[src/rtl/uart_defs_pkg.sv]
// Shared UART definitions: frame-controller state encoding and default timing.
// The transmit controller uses this package, and a later receive controller is meant to reuse it.
package uart_defs_pkg;

  typedef enum logic [1:0] {
    ST_IDLE  = 2'b00,
    ST_START = 2'b01,
    ST_DATA  = 2'b10,
    ST_STOP  = 2'b11
  } uart_state_e;

  localparam int UART_DBIT_DEFAULT    = 8;
  localparam int UART_OVS_DEFAULT     = 16;
  localparam int UART_SB_TICK_DEFAULT = 16;

  function automatic int max2(input int a, input int b);
    return (a > b) ? a : b;
  endfunction

endpackage

[src/rtl/uart_tx_ctrl.sv]
// UART transmit frame controller. It sends the start bit, then DBIT data bits LSB first, then the stop bit.
// The baud generator sits outside this block; its max_tick output drives s_tick.
module uart_tx_ctrl
  import uart_defs_pkg::*;
#(
  parameter int DBIT    = UART_DBIT_DEFAULT,
  parameter int SB_TICK = UART_SB_TICK_DEFAULT,
  parameter int OVS     = UART_OVS_DEFAULT
) (
  input  logic            clk,
  input  logic            rst_n,
  input  logic            s_tick,
  input  logic            tx_start,
  input  logic [DBIT-1:0] din,
  output logic            tx,
  output logic            tx_busy,
  output logic            tx_done_tick
);

  localparam int SW = $clog2(max2(OVS, SB_TICK));
  localparam int NW = $clog2(DBIT);

  localparam logic [SW-1:0] S_BIT_LAST  = SW'(OVS - 1);
  localparam logic [SW-1:0] S_STOP_LAST = SW'(SB_TICK - 1);
  localparam logic [SW-1:0] S_ONE       = SW'(1);
  localparam logic [NW-1:0] N_LAST      = NW'(DBIT - 1);
  localparam logic [NW-1:0] N_ONE       = NW'(1);

  uart_state_e     state_q, state_d;
  logic [SW-1:0]   s_q, s_d;
  logic [NW-1:0]   n_q, n_d;
  logic [DBIT-1:0] b_q, b_d;
  logic            tx_d;
  logic            done_d;

  // NOTE: every register, including the shift register, has an async reset.
  // A frame cut short by reset then leaves no stale data or count behind.
  always_ff @(posedge clk or negedge rst_n) begin
    if (!rst_n) begin
      state_q      <= ST_IDLE;
      s_q          <= '0;
      n_q          <= '0;
      b_q          <= '0;
      tx           <= 1'b1;
      tx_done_tick <= 1'b0;
    end else begin
      // NOTE: use non-blocking assignments so every register updates from the values the previous cycle left.
      state_q      <= state_d;
      s_q          <= s_d;
      n_q          <= n_d;
      b_q          <= b_d;
      tx           <= tx_d;
      tx_done_tick <= done_d;
    end
  end

  always_comb begin
    // NOTE: give every output a default before the case statement; a path that leaves one unassigned would infer a latch.
    state_d = state_q;
    s_d     = s_q;
    n_d     = n_q;
    b_d     = b_q;
    done_d  = 1'b0;
    tx_d    = 1'b1;

    unique case (state_q)
      ST_IDLE: begin
        if (tx_start) begin
          state_d = ST_START;
          s_d     = '0;
          b_d     = din;
        end
      end
      ST_START: begin
        if (s_tick) begin
          if (s_q == S_BIT_LAST) begin
            state_d = ST_DATA;
            s_d     = '0;
            n_d     = '0;
          end else begin
            s_d = s_q + S_ONE;
          end
        end
      end
      ST_DATA: begin
        if (s_tick) begin
          if (s_q == S_BIT_LAST) begin
            s_d = '0;
            b_d = b_q >> 1;
            if (n_q == N_LAST) state_d = ST_STOP;
            else               n_d     = n_q + N_ONE;
          end else begin
            s_d = s_q + S_ONE;
          end
        end
      end
      ST_STOP: begin
        if (s_tick) begin
          if (s_q == S_STOP_LAST) begin
            state_d = ST_IDLE;
            s_d     = '0;
            done_d  = 1'b1;
          end else begin
            s_d = s_q + S_ONE;
          end
        end
      end
      default: state_d = ST_IDLE;
    endcase

    // tx is a register, so its next value is taken from the next state to keep it aligned with that state.
    if (state_d == ST_START)     tx_d = 1'b0;
    else if (state_d == ST_DATA) tx_d = b_d[0];
  end

  assign tx_busy = (state_q != ST_IDLE);

endmodule

[config.mk]
export PLATFORM = sky130hd
export DESIGN_NAME = uart_tx_ctrl
export DESIGN_NICKNAME = d
export VERILOG_FILES = /design/src/rtl/uart_defs_pkg.sv /design/src/rtl/uart_tx_ctrl.sv
export SDC_FILE = /design/constraint.sdc
export NUM_CORES = 1
export LEC_CHECK = 0
export ABC_AREA = 1
export BUFFER_PORTS_ARGS = -buffer_cell sky130_fd_sc_hd__buf_2
export CAP_MARGIN = 20
export CORE_MARGIN = 10
export CORE_UTILIZATION = 52
export CTS_CLUSTER_DIAMETER = 50
export DETAILED_ROUTE_END_ITERATION = 8
export PLACE_DENSITY_LB_ADDON = 0.05
export SLEW_MARGIN = 20
export SYNTH_ARGS = -nofsm -noshare
export SYNTH_HDL_FRONTEND = slang
export SYNTH_SLANG_ARGS = --single-unit
[constraint.sdc]
create_clock -name clk -period 1.8 [get_ports clk]
set_input_delay 0.27 -clock clk [delete_from_list [all_inputs] [get_ports clk]]
set_output_delay 0.27 -clock clk [all_outputs]
set_load 0.01 [all_outputs]
==> impl_metrics.ini <==
[status]
status = completed

[clock_tree]
postCtsHoldBufs = 1
cts_sinks = 19
htree_levels = 1
cts_buffers = 3
cts_resized = 0
post_cts_buffers = 0
clk_path_buf_depth = 2
cts_tree = done
clk_latency_ps = 280
cts-root-buf = clkbuf_4
path_clk_slew_ps = 100

[sta]
finalMaxSlewViolations = 0
layout_setup_ws_ps = 261.3
hold_viol = 0
worst_slew_pin_slew_ps = 413.3
setup_violations = 0
period_needed_ps = 1539
finalCritPeriodShare_pct = 85.48
skew_ps = 1.758
rsz0062_at_grt = false
tns_ps = 0
slew_headroom_pct = 72.45
clock.fmax_ghz = 0.6499

[routing]
wl_mm = 1.865
wl_per_cell_um = 11.88
wl_met2_um = 866
firstDrtPassIters = 4
vias = 794
drc_errors = 0
routed.top_layer = met4
first_iter_violations = 38
viasPerCell = 5.057
wl_met1_um = 860
met3_length_um = 129
final_antenna_net_count = 0

[synth]
synthCells = 113
syn_avg_cell_area_um2 = 8.692
synth_xor_area_share_pct = 0.8917
synth_compound_area_share_pct = 14.01
synth_seq_cells = 19
ys_warn_count = 0
yosys.area_share.simple_pct = 24.20
synth_top_family_by_area = simple AND/OR/NAND/NOR gates
synthMuxAreaShare_pct = 0
synthDistinctLibCells = 22
syn-cell-area_um2 = 982.2
seq_area_frac_synth_pct = 48.54
syn_nets = 128
synthAdderAreaFrac_pct = 3.822

[die]
core_area_mm2 = 0.001764
num_rows = 15
die_h_um = 63.46
start_util_pct = 55.67
die_w_um = 63.46
io_pins = 15
die-area_mm2 = 0.004027

[critical_path]
critPathKind = reg2out
cp_slowest_cell = dfrtp_1
r2r_cells = 9
required_ps = 1530
r2r-start = s_q[0]$_DFFE_PN0P_
start_kind = flip-flop
end_kind = output port
crit_chain = nor2_2 > clkinv_2 > buf_2
max_stage_delay_ps = 490
crit_arrival_ps = 1270
crit_start = state_q[0]$_DFF_PN0_
cp_max_fo = 8

[global_route]
grt_overflow = 0
grt_pass1_wl_mm = 3.284
grt_pass1_vias = 768
antenna_found_initial = 0
grt_max_degree = 20
grtUsageTotal_pct = 9.752

[place]
dpl.hpwl_mm = 1.459
place_congestion = 0.7999
preCtsSetupSlack_ps = 416.2
place_inst = 152
io_buffers = 14

[power_and_ir_drop]
clock_power_share_pct = 15.0
p_int_uw = 860.2
p_seq_share_pct = 54.8
irDropWorstVdd_mv = 0.8298
p_leak_nw = 0.5742
pwr-share-comb_pct = 30.2
swShare_pct = 36.27
p_sw_uw = 489.5
total_power_mw = 1.350
power_density_mw_per_mm2 = 1205

[finish]
antenna_cells = 0
area_growth_pct = 14.01
fin_nets = 148
nFillCells = 171
layout-drive-gt1-share_pct = 24.24
finalNonFillerCells = 157

[hold_path]
hold_class = in2reg
min_from = din[7]
min_path_cells = 3

[flow_run]
maxCapViolations = 0
[through the flow]
step,utilization (%),cell area (um2),hold WS (ps)
after floorplan,-,982.2,-25.59
after global placement,61.42,1084,225.6
after detailed placement,61.42,1084,226.4
after CTS,63.48,1120,212.2
after global routing,63.48,1120,212.0
final,63.48,1120,219.5
[synthesized netlist by cell type (all sizes together)]
master  number  area (um2)
nand3       13       75.07
o22ai        1       6.260
xor2         1       8.760
o21ai       14       73.82
ha           3       37.54
nor2        10       57.55
inv         21       78.82
a22oi        7       52.55
nand4        2       27.53
dfrtp       18       450.4
dfstp        1       26.28
a21oi        1       5.000
nand2       20       77.58
clkinv       1       5.000
[cells by family after synthesis]
group,Yosys count
and+or+nand+nor,45
buffers and inverters,22
DFF,19
xor gates and xnor gates,1
AOI/OAI and AO/OA,23
adders and majority gates,3
[critical path, delay by kind of cell, from the launching register on]
family	cells	cell delay, ps
AND/OR/NAND/NOR	1	180
buffers and inverters	2	310
flip-flops	1	490
[power groups by stage]
stage                     combinational [mW]  clock, mW  sequential (mW)
after floorplan                        0.319          0            0.722
after global placement                 0.405          0            0.744
after detailed placement               0.412          0            0.746
after CTS                              0.414      0.214            0.739
after global routing                   0.483      0.241            0.762
final                                  0.408      0.203            0.739
[flip-flops by register name, summed over array words and instances, names as in the netlist]
name	cells
s_q	4
state_q	2
b_q	8
tx_done_tick	1
n_q	3
tx	1
[metal layers]
metal,vias to the layer above,track usage [%]
met1,357,12.26
met4,0,4.098
met5,-,0
met2,22,14.95
met3,2,3.004
li1,413,-
[final timing paths]
| kind | end | slack (ps) |
|---|---|---|
| hold / removal | b_q[7]$_DFFE_PN0P_ | 220 |
| setup reg to reg | tx$_DFF_PN1_ | 400 |
| setup / recovery | tx_busy | 260 |
| hold reg to reg | n_q[0]$_DFFE_PN0P_ | 490 |
| min in group asynchronous | s_q[2]$_DFFE_PN0P_ | 450 |
| max in group asynchronous | tx$_DFF_PN1_ | 1030 |
[cell usage in the layout, fill, tap and decap left out, types with 4 or more instances in the layout]
cell     count
nand2_1     19
nor2_1       6
dfrtp_1     18
a22oi_1      7
inv_1       17
nand3_1     11
inv_2        4
buf_2       14
o21ai_1     10
[final cells by class]
| class | instances | area [um2] | share of cell area (%) |
|---|---|---|---|
| inverters | 22 | 83.83 | 7.486 |
| well taps | 25 | 31.28 | 2.793 |
| multi-input cells | 72 | 421.7 | 37.65 |
| flip-flops and latches | 19 | 476.7 | 42.57 |
| repair buffers | 15 | 80.08 | 7.151 |
| clock buffers | 4 | 26.28 | 2.346 |
(Power assumes the default switching activity.)
